### src/rtl/mips_mc_controller.sv
// mips_mc_controller: multi-cycle MIPS control unit.
// Each instruction is sequenced through FETCH/DECODE/EXEC/MEM/WB. All control
// outputs are decoded combinationally from the state register, the IR fields,
// ALUzero and the memory acks, so a strobe is seen in the same cycle as the
// ack that completes a memory access.
//
// Memory handshake: im_req (FETCH) and DM_RE/DM_WE (MEM) are level requests
// held for as long as the FSM waits in that state. A cycle in which the
// matching ack is high completes the access: the write enables of that cycle
// take effect on the closing clock edge, and the FSM leaves the wait state.
//
// A watchdog bounds every memory wait to WAIT_MAX cycles (0 = never abort).
// Optional macro MC_PERF_CNT_EN adds the cyc_cnt/ret_cnt performance counters.
module mips_mc_controller #(
   parameter int WAIT_MAX = 15,
   parameter int CNT_W    = 32
) (
   input  logic             clk,
   input  logic             reset,
   input  logic [5:0]       opcode,
   input  logic [5:0]       funct,
   input  logic             ALUzero,
   input  logic             im_ack,
   input  logic             dm_ack,
   output logic             im_req,
   output logic             pc_we,
   output logic             ir_we,
   output logic             GRFWE,
   output logic             DM_WE,
   output logic             DM_RE,
   output logic [1:0]       WACtrl,
   output logic [1:0]       WDCtrl,
   output logic [1:0]       ALUCtrl,
   output logic             ALUBCtrl,
   output logic             EXTCtrl,
   output logic [1:0]       JumpCtrl,
   output logic [2:0]       state,
   output logic             instr_done,
   output logic             err
`ifdef MC_PERF_CNT_EN
   ,
   output logic [CNT_W-1:0] cyc_cnt,
   output logic [CNT_W-1:0] ret_cnt
`endif
);

   typedef enum logic [2:0] {
      S_FETCH  = 3'd0,
      S_DECODE = 3'd1,
      S_EXEC   = 3'd2,
      S_MEM    = 3'd3,
      S_WB     = 3'd4
   } state_t;

   localparam logic [5:0] OP_RTYPE = 6'b000000;
   localparam logic [5:0] OP_ORI   = 6'b001101;
   localparam logic [5:0] OP_LW    = 6'b100011;
   localparam logic [5:0] OP_SW    = 6'b101011;
   localparam logic [5:0] OP_BEQ   = 6'b000100;
   localparam logic [5:0] OP_LUI   = 6'b001111;
   localparam logic [5:0] OP_J     = 6'b000010;
   localparam logic [5:0] OP_JAL   = 6'b000011;
   localparam logic [5:0] FN_ADDU  = 6'b100001;
   localparam logic [5:0] FN_SUBU  = 6'b100011;
   localparam logic [5:0] FN_JR    = 6'b001000;

   // Wait counter only needs to reach WAIT_MAX-1.
   localparam int              WC_W    = (WAIT_MAX > 2) ? $clog2(WAIT_MAX) : 1;
   localparam bit              WD_EN   = (WAIT_MAX > 0);
   localparam logic [WC_W-1:0] WD_LAST = WC_W'((WAIT_MAX > 0) ? WAIT_MAX - 1 : 0);

   state_t          r_state;
   logic [WC_W-1:0] r_wait_cnt;

   state_t     w_next;
   logic       w_im_req, w_pc_we, w_ir_we, w_grfwe, w_dm_we, w_dm_re;
   logic [1:0] w_wa, w_wd, w_alu, w_jump;
   logic       w_alub, w_ext, w_done, w_err;

   // Instruction decode from the IR fields.
   logic w_rtype, w_addu, w_subu, w_jr, w_ori, w_lw, w_sw, w_beq, w_lui, w_j, w_jal;
   logic w_to_exec, w_waiting, w_wd_hit;

   assign w_rtype   = (opcode == OP_RTYPE);
   assign w_addu    = w_rtype && (funct == FN_ADDU);
   assign w_subu    = w_rtype && (funct == FN_SUBU);
   assign w_jr      = w_rtype && (funct == FN_JR);
   assign w_ori     = (opcode == OP_ORI);
   assign w_lw      = (opcode == OP_LW);
   assign w_sw      = (opcode == OP_SW);
   assign w_beq     = (opcode == OP_BEQ);
   assign w_lui     = (opcode == OP_LUI);
   assign w_j       = (opcode == OP_J);
   assign w_jal     = (opcode == OP_JAL);
   assign w_to_exec = w_addu || w_subu || w_ori || w_lui || w_lw || w_sw || w_beq;

   // Watchdog fires when the last allowed wait cycle passes without an ack.
   assign w_waiting = ((r_state == S_FETCH) && !im_ack) || ((r_state == S_MEM) && !dm_ack);
   assign w_wd_hit  = WD_EN && (r_wait_cnt == WD_LAST);

   // Next-state and control decode for the current cycle.
   always_comb begin
      w_next   = r_state;
      w_im_req = 1'b0;
      w_pc_we  = 1'b0;
      w_ir_we  = 1'b0;
      w_grfwe  = 1'b0;
      w_dm_we  = 1'b0;
      w_dm_re  = 1'b0;
      w_wa     = 2'b00;
      w_wd     = 2'b00;
      w_alu    = 2'b00;
      w_alub   = 1'b0;
      w_ext    = 1'b0;
      w_jump   = 2'b00;
      w_done   = 1'b0;
      w_err    = 1'b0;

      // ALU operand selects stay stable from EXEC through MEM and WB.
      if ((r_state == S_EXEC) || (r_state == S_MEM) || (r_state == S_WB)) begin
         if (w_subu || w_beq) begin
            w_alu = 2'b01;
         end else if (w_ori) begin
            w_alu  = 2'b10;
            w_alub = 1'b1;
         end else if (w_lui) begin
            w_alu  = 2'b11;
            w_alub = 1'b1;
         end else if (w_lw || w_sw) begin
            w_alub = 1'b1;
            w_ext  = 1'b1;
         end
      end

      case (r_state)
         S_FETCH: begin
            w_im_req = 1'b1;
            if (im_ack) begin
               w_ir_we = 1'b1;
               w_pc_we = 1'b1;
               w_next  = S_DECODE;
            end else if (w_wd_hit) begin
               w_err  = 1'b1;
               w_next = S_FETCH;
            end
         end
         S_DECODE: begin
            if (w_j || w_jal) begin
               w_pc_we = 1'b1;
               w_jump  = 2'b10;
               w_done  = 1'b1;
               w_next  = S_FETCH;
               if (w_jal) begin
                  w_grfwe = 1'b1;
                  w_wa    = 2'b10;
                  w_wd    = 2'b10;
               end
            end else if (w_jr) begin
               w_pc_we = 1'b1;
               w_jump  = 2'b11;
               w_done  = 1'b1;
               w_next  = S_FETCH;
            end else if (w_to_exec) begin
               w_next = S_EXEC;
            end else begin
               // Unrecognised encoding retires as a NOP.
               w_done = 1'b1;
               w_next = S_FETCH;
            end
         end
         S_EXEC: begin
            if (w_beq) begin
               w_jump  = 2'b01;
               w_pc_we = ALUzero;
               w_done  = 1'b1;
               w_next  = S_FETCH;
            end else if (w_lw || w_sw) begin
               w_next = S_MEM;
            end else begin
               w_next = S_WB;
            end
         end
         S_MEM: begin
            w_dm_re = w_lw;
            w_dm_we = w_sw;
            if (!(w_lw || w_sw)) begin
               w_next = S_FETCH;
            end else if (dm_ack) begin
               if (w_lw) begin
                  w_next = S_WB;
               end else begin
                  w_done = 1'b1;
                  w_next = S_FETCH;
               end
            end else if (w_wd_hit) begin
               w_err  = 1'b1;
               w_next = S_FETCH;
            end
         end
         S_WB: begin
            w_grfwe = 1'b1;
            w_wa    = w_rtype ? 2'b01 : 2'b00;
            w_wd    = w_lw ? 2'b01 : 2'b00;
            w_done  = 1'b1;
            w_next  = S_FETCH;
         end
         default: begin
            w_next = S_FETCH;
         end
      endcase
   end

   // State register.
   always_ff @(posedge clk) begin
      if (reset) begin
         r_state <= S_FETCH;
      end else begin
         r_state <= w_next;
      end
   end

   // Wait counter: counts ack-less cycles in FETCH/MEM, cleared on any move or abort.
   always_ff @(posedge clk) begin
      if (reset) begin
         r_wait_cnt <= '0;
      end else if ((w_next != r_state) || w_err) begin
         r_wait_cnt <= '0;
      end else if (w_waiting) begin
         r_wait_cnt <= r_wait_cnt + WC_W'(1);
      end
   end

   // Reset masks every output; state reads FETCH.
   assign im_req     = reset ? 1'b0  : w_im_req;
   assign pc_we      = reset ? 1'b0  : w_pc_we;
   assign ir_we      = reset ? 1'b0  : w_ir_we;
   assign GRFWE      = reset ? 1'b0  : w_grfwe;
   assign DM_WE      = reset ? 1'b0  : w_dm_we;
   assign DM_RE      = reset ? 1'b0  : w_dm_re;
   assign WACtrl     = reset ? 2'b00 : w_wa;
   assign WDCtrl     = reset ? 2'b00 : w_wd;
   assign ALUCtrl    = reset ? 2'b00 : w_alu;
   assign ALUBCtrl   = reset ? 1'b0  : w_alub;
   assign EXTCtrl    = reset ? 1'b0  : w_ext;
   assign JumpCtrl   = reset ? 2'b00 : w_jump;
   assign state      = reset ? 3'd0  : r_state;
   assign instr_done = reset ? 1'b0  : w_done;
   assign err        = reset ? 1'b0  : w_err;

`ifdef MC_PERF_CNT_EN
   logic [CNT_W-1:0] r_cyc_cnt;
   logic [CNT_W-1:0] r_ret_cnt;

   // Free-running cycle and retire counters, wrapping naturally.
   always_ff @(posedge clk) begin
      if (reset) begin
         r_cyc_cnt <= '0;
         r_ret_cnt <= '0;
      end else begin
         r_cyc_cnt <= r_cyc_cnt + CNT_W'(1);
         if (w_done) begin
            r_ret_cnt <= r_ret_cnt + CNT_W'(1);
         end
      end
   end

   assign cyc_cnt = r_cyc_cnt;
   assign ret_cnt = r_ret_cnt;
`endif

endmodule

### config.mk
export PLATFORM = sky130hd
export DESIGN_NAME = mips_mc_controller
export DESIGN_NICKNAME = d
export VERILOG_FILES = /design/src/rtl/mips_mc_controller.sv
export SDC_FILE = /design/constraint.sdc
export NUM_CORES = 1
export LEC_CHECK = 0
export BUFFER_PORTS_ARGS = -buffer_cell sky130_fd_sc_hd__buf_2
export CAP_MARGIN = 20
export CORE_MARGIN = 4
export CORE_UTILIZATION = 42
export DETAILED_ROUTE_END_ITERATION = 7
export MAX_ROUTING_LAYER = met4
export PLACE_DENSITY = 0.76
export SETUP_SLACK_MARGIN = 0.5
export SKIP_LAST_GASP = 1
export SLEW_MARGIN = 40
export SYNTH_ARGS = -nofsm -noshare
export SYNTH_HDL_FRONTEND = slang
export SYNTH_SLANG_ARGS = --single-unit
### constraint.sdc
create_clock -name clk -period 2.3 [get_ports clk]
set_input_delay 0.69 -clock clk [delete_from_list [all_inputs] [get_ports clk]]
set_output_delay 0.69 -clock clk [all_outputs]
set_load 0.01 [all_outputs]
==> impl_metrics.csv, run 1 <==
group,metric,value,unit
clock_network,max-clock-path-buffers,2,
yosys,synth-warning-count,0,
placement,placement.setup.worst_slack,-0.281,ns
yosys,yosys_most_used_dff,"sky130_fd_sc_hd__dfxtp_1",
yosys,xor_and_xnor_fraction_of_the_mapped_netlist_area,0.0313,
yosys,syn-cell-area,838,µm²
placement,placedCellCount,213,
placement,finalWeightedCongestion,0.893,
clock_network,cts_buffers,3,
placement,detailed_place.area,1440,µm²
yosys,post_synth_num_cell_types,47,
yosys,ys_top_cells_by_area,"sky130_fd_sc_hd__dfxtp_1 (17%), sky130_fd_sc_hd__nor2_1 (8.1%), sky130_fd_sc_hd__nor2b_1 (5.2%)",
floorplanning,initial_core_util,0.465,
clock_network,cts_post_setup_buffers_inserted,25,
floorplanning,die_w,52.7,µm
yosys,syn_inst,121,
clock_network,clockRootBuffer,"sky130_fd_sc_hd__clkbuf_4",
yosys,combinational_family_with_the_most_area_after_synthesis,"simple AND/OR/NAND/NOR gates",
clock_network,htree_levels,1,
yosys,synth.top_cells.by_count,"sky130_fd_sc_hd__nor2_1 (18), sky130_fd_sc_hd__nand2_1 (10), sky130_fd_sc_hd__nand3_1 (8)",
placement,detailed_place_hpwl,2530,µm
yosys,yosys.cell_count.top_type,"sky130_fd_sc_hd__nor2_1",
yosys,yosysTopAreaCell,"sky130_fd_sc_hd__dfxtp_1",
placement,port-buffer-count,37,
yosys,synth_seq_area_share,0.167,
yosys,synth.top_cell.area_share,0.167,
run_status,last-stage-reached,"clock tree synthesis (4_1_cts)",
yosys,postSynthNetCount,140,
yosys,synth_fa_ha_area_frac,0.0299,
yosys,synth-seq-cells,7,
yosys,postSynthAreaPerCell,6.93,µm²
floorplanning,chipHeight,52.7,µm
run_status,outcome,"stopped before the end",
run_status,error,"[ERROR DPL-0038] Utilization greater than 100%, impossible to legalize",
floorplanning,io-pin-count,38,
yosys,number_of_enable_type_register_cells_in_the_synthesized_netlist,0,
floorplanning,number_of_cell_rows,15,
yosys,ys_async_sr_fraction,0,
clock_network,cts_resized,51,
yosys,share_of_the_synthesized_area_in_compound_gates_ao_oa_aoi_oai,0.206,
clock_network,sinks_on_clock_net,7,
yosys,synthMuxAreaShare,0,
yosys,synthSimpleGateAreaFrac,0.500,
clock_network,post_cts_hold_buffer_count,0,
per-stage QoR:
| step | TNS, ns | util | hold WS (ns) |
|---|---|---|---|
| floorplan | -0.0141 | - | 0.480 |
| global placement | -2.94 | 0.800 | 0.492 |
| detailed placement | -3.09 | 0.800 | 0.501 |
cell families after synthesis:
kind of cell / Yosys count
xor+xnor: 3
simple gates: 74
compound gates: 24
buf+inv: 11
fa+ha+maj: 2
flops: 7
==> run 2, diff against run 1 <==
- CORE_AREA: unset -> 4 4 65 67
- CORE_MARGIN: 4 -> unset
- CORE_UTILIZATION: 42 -> unset
- DIE_AREA: unset -> 0 0 69 71
- MAX_ROUTING_LAYER: met4 -> unset
- PLACE_DENSITY: 0.76 -> unset
- PLACE_DENSITY_LB_ADDON: unset -> 0.15
- SETUP_SLACK_MARGIN: 0.5 -> unset
- clock period: 2.3 -> 3 ns (I/O delays scaled with it)
==> impl_metrics.csv, run 2 <==
group,metric,value,unit
drt,dr_wl_met2,1720,µm
clock_network,sinks_on_clock_net,7,
worst_setup_path,worst-endpoint-required,2.10,ns
min_path,timing.hold.worst.class,"register to register",
final_layout,mostFrequentLayoutCell,"sky130_fd_sc_hd__buf_4",
worst_setup_path,regToRegSetupSlack,1.22,ns
grt,grt_max_degree,15,
sta,layout_min_cycle_time,3.00,ns
clock_network,clock_transition_time_at_the_flip_flop_clock_pins_of_the_worst_setup_and_hold_paths,0.05,ns
yosys,syn_inst,121,
worst_setup_path,timing.critical_path.slowest_stage_cell,"sky130_fd_sc_hd__or4b_1",
flow_run,max_cap_violations,0,
worst_setup_path,critical_path_peak_fanout,7,
worst_setup_path,critical_path_buf_inv_count,2,
clock_network,htree_levels,1,
clock_network,worst_skew_pair.late_latency,0.24,ns
worst_setup_path,worst_ep_arrival_time,2.10,ns
yosys,postSynthNetCount,140,
yosys,post_synth_num_cell_types,47,
drt,routed_wirelength,3410,µm
yosys,synth-seq-cells,7,
power_and_ir_drop,total_power,0.000343,W
worst_setup_path,path_delay_family,"simple AND/OR/NAND/NOR gates",
sta,max-slew-margin-rel,0.640,
drt,route.vias.total,1191,
placement,port-buffer-count,37,
sta,max_freq,333,MHz
drt,met3_wirelength,138,µm
yosys,synth-warning-count,0,
power_and_ir_drop,total_power_per_unit_cell_area,230,nW/µm²
sta,worst_hold_slack,0.517,ns
yosys,postSynthAreaPerCell,6.93,µm²
floorplanning,number_of_cell_rows,22,
sta,maxSlewViolCount,0,
power_and_ir_drop,static-leakage-power,0.669,nW
worst_setup_path,cp_cell_sequence,"clkbuf_4 > nor2_2 > nand3b_1 > a31oi_4 > or4b_1 > nand3_1 > buf_2",
sta,timing_hold_violations_final,0,
clock_network,tritoncts_clock_tree,"done",
final_layout,finalNetCount,213,
placement,finalWeightedCongestion,0.849,
drt,detail-route-antenna-nets,0,
drt,routedWlPerCell,14.2,µm
final_layout,n_antenna_cell,0,
clock_network,max-clock-path-buffers,2,
drt,drc,0,
sta,timing.clock.skew,0.00703,ns
final_layout,largestRegisters,"r_wait_cnt: 4 flops, r_state: 3 flops",
sta,timing_worst_slew_pin_value,0.537,ns
floorplanning,chipHeight,71,µm
yosys,yosys.cell_count.top_type,"sky130_fd_sc_hd__nor2_1",
yosys,ys_top_cells_by_area,"sky130_fd_sc_hd__dfxtp_1 (17%), sky130_fd_sc_hd__nor2_1 (8.1%), sky130_fd_sc_hd__nor2b_1 (5.2%)",
drt,dr.pass1.iters,4,
placement,detailed_place_hpwl,2400,µm
clock_network,post_cts_hold_buffer_count,0,
power_and_ir_drop,ir_worst_vdd,99.3,µV
floorplanning,io-pin-count,38,
worst_setup_path,path_class,"primary input to output pin",
floorplanning,standard_cell_core_area,3630,µm²
yosys,yosys_most_used_dff,"sky130_fd_sc_hd__dfxtp_1",
yosys,synth.top_cell.area_share,0.167,
drt,route.layer.met1.wl,1400,µm
sta,setup_repair_after_global_routing_missed_its_margin,"true",
final_layout,area_growth,77.8,%
yosys,yosysTopAreaCell,"sky130_fd_sc_hd__dfxtp_1",
drt,via_per_inst,4.94,
worst_setup_path,startpoint_type,"primary input",
grt,grt_overflow_total,0,
grt,globalRouteTotalUtil,0.140,
sta,fin_crit_sh,1.00,
drt,route.top_layer_used,"met4",
worst_setup_path,crit_path_max_incr_delay,0.48,ns
grt,number_of_global_route_vias_before_repair,1219,
floorplanning,initial_core_util,0.231,
yosys,synth.top_cells.by_count,"sky130_fd_sc_hd__nor2_1 (18), sky130_fd_sc_hd__nand2_1 (10), sky130_fd_sc_hd__nand3_1 (8)",
final_layout,mostFrequentLayoutCells,"sky130_fd_sc_hd__buf_4 (36), sky130_fd_sc_hd__buf_2 (32), sky130_fd_sc_hd__nor2_1 (17)",
yosys,number_of_enable_type_register_cells_in_the_synthesized_netlist,0,
yosys,ys_async_sr_fraction,0,
clock_network,clockRootBuffer,"sky130_fd_sc_hd__clkbuf_8",
sta,setup_viol_count_final,0,
final_layout,registers.top_by_ff_count,"r_wait_cnt",
grt,grt_antenna_before_repair,0,
clock_network,cts_buffers,3,
yosys,synth_seq_area_share,0.167,
floorplanning,fp.dieArea,4900,µm²
drt,drt_iter0_drc,19,
run_status,outcome,"finished, final reports clean",
yosys,syn-cell-area,838,µm²
grt,first_pass_grt_wire_length,5600,µm
final_layout,largest_register_ffs,4,
final_layout,layout-drive-gt1-share,0.508,
floorplanning,die_w,69,µm
worst_setup_path,crit_path_end_kind,"output pin",
==> run 2: cell counts after synthesis <==
Identical to the previous run, type by type.
==> run 2: cells by family (layout without fill, tap and decap cells) <==
logic type,count (synthesis),after routing,share of synthesized area
flops,7,7,0.167
simple gates,74,74,0.500
compound gates,24,24,0.206
xor+xnor,3,3,0.0313
buf+inv,11,83,0.0657
fa+ha+maj,2,2,0.0298
==> run 2: path summary, 6_finish.rpt <==
| kind | startpoint | end | cells after the start |
|---|---|---|---|
| hold / removal | r_wait_cnt[3]$_SDFFE_PP0P_ | r_wait_cnt[3]$_SDFFE_PP0P_ | 2 |
| setup reg to reg | r_state[1]$_SDFF_PP0_ | r_wait_cnt[1]$_SDFFE_PP0P_ | 5 |
| setup / recovery | opcode[1] | instr_done | 7 |
| hold reg to reg | r_wait_cnt[3]$_SDFFE_PP0P_ | r_wait_cnt[3]$_SDFFE_PP0P_ | 2 |
==> run 2: what timing repair did <==
item	4_1_cts	5_1_grt
hold endpoints to repair	0	0
pin swaps	4	7
buffers inserted	15	2
resized for setup	15	12
endpoints found under the setup margin	5	8
==> run 2: power by group <==
| part | internal (W) | switching, W | total, W |
|---|---|---|---|
| Clock | 0.0000906 | 0.0000488 | 0.000139 |
| Sequential | 0.0000956 | 0.00000456 | 0.000100 |
| Combinational | 0.0000521 | 0.0000517 | 0.000104 |
| Total | 0.000238 | 0.000105 | 0.000343 |
==> run 2: metal layers <==
layer	vias up	track usage
met5	-	0
met4	0	0.111
met3	14	0.0128
met2	44	0.256
met1	544	0.147
li1	589	-
==> run 2: metrics by stage <==
stage,cell area (µm²),std cells,setup TNS (ns),util,worst slack [ns]
after floorplan,845,121,0,-,0.0278
after global placement,1220,222,-0.173,0.336,-0.0801
after detailed placement,1220,222,-0.227,0.336,-0.0920
after CTS,1440,241,-0.00968,0.397,-0.00968
after global routing,1490,241,-0.244,0.410,-0.0689
final,1490,241,0,0.410,0.000540
==> run 2: layout make-up <==
type / instances / area, µm²
clock buffer: 3 / 41.3
clock inverter: 1 / 5.00
fill: 395 / 2140
inverter: 4 / 15.0
multi-input combinational: 103 / 723
sequential: 7 / 140
tap: 48 / 60.1
timing repair buffer: 75 / 505
==> run 2: tightest hold or removal path, delay by kind of cell, from the launching register on <==
family / cells / cell delay (ns)
xor gates and xnor gates: 1 / 0.07
and+or+nand+nor: 1 / 0.07
DFF: 1 / 0.34
(Power assumes the default switching activity.)
==> run 3, diff against run 2 <==
- ABC_AREA: unset -> 1
==> impl_metrics.csv, run 3 <==
group,metric,value,unit
run_status,outcome,"finished, final reports clean",
drt,drt_iter0_drc,54,
yosys,syn_inst,158,
clock_network,max-clock-path-buffers,2,
grt,global_route.usage.met3,0.0185,
yosys,syn-cell-area,877,µm²
floorplanning,io-pin-count,38,
placement,detailed_place.area,1120,µm²
final_layout,area_growth,34.8,%
sta,setup_repair_after_global_routing_missed_its_margin,"false",
worst_setup_path,critical_path_peak_fanout,6,
power_and_ir_drop,power_frac_comb,0.241,
clock_network,clockRootBuffer,"sky130_fd_sc_hd__clkbuf_8",
grt,number_of_global_route_vias_before_repair,997,
final_layout,mostFrequentLayoutCell,"sky130_fd_sc_hd__buf_2",
yosys,synth.top_cell.area_share,0.160,
final_layout,largestRegisters,"r_wait_cnt: 4 flops, r_state: 3 flops",
floorplanning,initial_core_util,0.241,
sta,timing_worst_slew_pin_value,0.400,ns
worst_setup_path,crit_path_max_incr_delay,0.18,ns
grt,groute.layer.met1.usage,0.148,
power_and_ir_drop,cell_internal_power,0.000214,W
worst_setup_path,path_class,"primary input to output pin",
final_layout,n_antenna_cell,0,
yosys,postSynthNetCount,177,
final_layout,largest_register_ffs,4,
worst_setup_path,critical_path_buf_inv_count,3,
floorplanning,chipHeight,71,µm
yosys,yosys.cell_count.top_type,"sky130_fd_sc_hd__nor2_1",
grt,grt_antenna_before_repair,0,
power_and_ir_drop,swShare,0.295,
sta,fin_crit_sh,0.956,
final_layout,mostFrequentLayoutCells,"sky130_fd_sc_hd__buf_2 (37), sky130_fd_sc_hd__nor2_1 (32), sky130_fd_sc_hd__inv_1 (28)",
power_and_ir_drop,total_power_per_unit_cell_area,256,nW/µm²
yosys,ys_async_sr_fraction,0,
yosys,number_of_enable_type_register_cells_in_the_synthesized_netlist,0,
worst_setup_path,cp_cell_sequence,"buf_2 > nor2_4 > nand3_2 > inv_1 > nand2_1 > o211ai_1 > nand3_1 > o21ai_0 > buf_2",
clock_network,sinks_on_clock_net,7,
sta,maxSlewViolCount,0,
clock_network,htree_levels,1,
sta,max-slew-margin-rel,0.731,
worst_setup_path,startpoint_type,"primary input",
grt,globalRouteTotalUtil,0.106,
clock_network,cts_buffers,3,
grt,grt.met2_usage,0.159,
sta,layout_min_cycle_time,2.87,ns
sta,timing_hold_violations_final,0,
sta,timing.clock.skew,0.000876,ns
yosys,postSynthAreaPerCell,5.55,µm²
power_and_ir_drop,ir_worst_vdd,81.4,µV
final_layout,registers.top_by_ff_count,"r_wait_cnt",
placement,detailed_place_hpwl,2180,µm
worst_setup_path,crit_path_start,"opcode[5]",
sta,setup_viol_count_final,0,
grt,grt_busiest_layer,"met2",
drt,via_per_inst,4.26,
worst_setup_path,path_delay_family,"simple AND/OR/NAND/NOR gates",
yosys,yosysTopAreaCell,"sky130_fd_sc_hd__dfxtp_1",
sta,max_freq,349,MHz
worst_setup_path,critical_path.reg2reg.startpoint,"r_wait_cnt[0]$_SDFFE_PP0P_",
min_path,hold_path.startpoint,"r_wait_cnt[0]$_SDFFE_PP0P_",
worst_setup_path,crit_path_end_kind,"output pin",
power_and_ir_drop,pwr-share-clk,0.436,
drt,routed_wirelength,2580,µm
grt,grt_max_degree,19,
yosys,synth_seq_area_share,0.160,
grt,grt_overflow_total,0,
yosys,synth.top_cells.by_count,"sky130_fd_sc_hd__nor2_1 (33), sky130_fd_sc_hd__inv_1 (29), sky130_fd_sc_hd__nand2_1 (26)",
floorplanning,die_w,69,µm
final_layout,final_cell_area,1180,µm²
worst_setup_path,worst-endpoint-required,2.10,ns
power_and_ir_drop,static-leakage-power,0.665,nW
worst_setup_path,timing.critical_path.slowest_stage_cell,"sky130_fd_sc_hd__nor2_4",
floorplanning,number_of_cell_rows,22,
flow_run,max_cap_violations,0,
drt,detail-route-antenna-nets,0,
final_layout,layout-drive-gt1-share,0.313,
final_layout,layout.filler_cells,448,
yosys,synth-warning-count,0,
clock_network,cts_post_setup_buffers_inserted,0,
min_path,timing.hold.worst.class,"register to register",
clock_network,worst_skew_pair.late_latency,0.23,ns
clock_network,clock_transition_time_at_the_flip_flop_clock_pins_of_the_worst_setup_and_hold_paths,0.04,ns
clock_network,cts_resized,0,
drt,dr.pass1.iters,4,
power_and_ir_drop,power_switching,0.0000895,W
drt,drc,0,
clock_network,tritoncts_clock_tree,"done",
sta,totalNegativeSetupSlack,0,ns
yosys,synth-seq-cells,7,
grt,first_pass_grt_wire_length,4360,µm
drt,routedWlPerCell,10.5,µm
yosys,post_synth_num_cell_types,27,
floorplanning,fp.dieArea,4900,µm²
worst_setup_path,crit_top_cell,"sky130_fd_sc_hd__buf_2",
yosys,ys_top_cells_by_area,"sky130_fd_sc_hd__dfxtp_1 (16%), sky130_fd_sc_hd__nor2_1 (14%), sky130_fd_sc_hd__inv_1 (12%)",
yosys,yosys_most_used_dff,"sky130_fd_sc_hd__dfxtp_1",
worst_setup_path,worst_ep_arrival_time,1.97,ns
power_and_ir_drop,total_power,0.000303,W
clock_network,post_cts_hold_buffer_count,0,
power_and_ir_drop,part_of_the_total_power_dissipated_in_sequential_elements,0.323,
placement,port-buffer-count,37,
placement,finalWeightedCongestion,0.741,
drt,route.vias.total,1048,
floorplanning,standard_cell_core_area,3630,µm²
final_layout,finalNetCount,218,
run 3: changes by cell type after synthesis, sizes merged, moves of 3 or more:
cell,before,now
clkbuf,3,0
inv,4,32
nand2,10,30
nand2b,3,0
nand3,8,20
nor2,18,38
nor2b,7,0
nor4,4,0
or3,3,0
run 3: layout make-up:
class / instances / area, µm² / share of cell area
inverters: 32 / 120 / 0.102
multi-input cells: 116 / 617 / 0.522
well taps: 48 / 60.1 / 0.0508
repair buffers: 39 / 200 / 0.169
flip-flops and latches: 7 / 140 / 0.119
clock buffers: 4 / 45.0 / 0.0381
run 3: metrics by stage:
step,utilization,hold slack (ns),instances,setup WS (ns)
floorplan,-,0.530,158,0.397
global placement,0.309,0.558,242,0.121
detailed placement,0.309,0.558,242,0.0940
CTS,0.321,0.567,246,0.0896
global route,0.325,0.604,246,0.000932
finish,0.325,0.566,246,0.131
run 3: cell families after synthesis:
logic type | synth area share
AOI/OAI and AO/OA | 0.0956
xor gates and xnor gates | 0.0385
adders and majority gates | 0.0285
buffers and inverters | 0.155
DFF | 0.160
and+or+nand+nor | 0.522
run 3: layer usage:
metal,share of wire,wire length (µm)
met5,0,0
met4,0.0035,9
met3,0.053,137
met2,0.41,1050
met1,0.54,1390
run 3: worst register-to-register path, cell delays in order (launching register included):
cell	delay, ns
sky130_fd_sc_hd__dfxtp_1	0.36
sky130_fd_sc_hd__inv_1	0.07
sky130_fd_sc_hd__ha_1	0.19
sky130_fd_sc_hd__nand3_1	0.12
sky130_fd_sc_hd__nand2_1	0.06
sky130_fd_sc_hd__nor2_1	0.09
sky130_fd_sc_hd__nand3_1	0.10
sky130_fd_sc_hd__a21oi_1	0.14
sky130_fd_sc_hd__nand2_1	0.06
sky130_fd_sc_hd__inv_1	0.06
sky130_fd_sc_hd__nand2_2	0.08
sky130_fd_sc_hd__nor2_1	0.08
run 3: power by group through the flow:
stage	logic (W)	registers [W]	clock network [W]
floorplan	0.0000427	0.0000989	0
global placement	0.0000724	0.0000996	0
detailed placement	0.0000713	0.0000996	0
CTS	0.0000720	0.0000980	0.000137
global route	0.0000837	0.0000982	0.000143
finish	0.0000730	0.0000980	0.000132
run 3: final timing paths:
check	end	slack [ns]	cells past startpoint
worst max-delay path	instr_done	0.13	9
worst min-delay path	r_wait_cnt[0]$_SDFFE_PP0P_	0.57	3
worst max register to register	r_wait_cnt[0]$_SDFFE_PP0P_	1.53	11
worst min register to register	r_wait_cnt[0]$_SDFFE_PP0P_	0.57	3
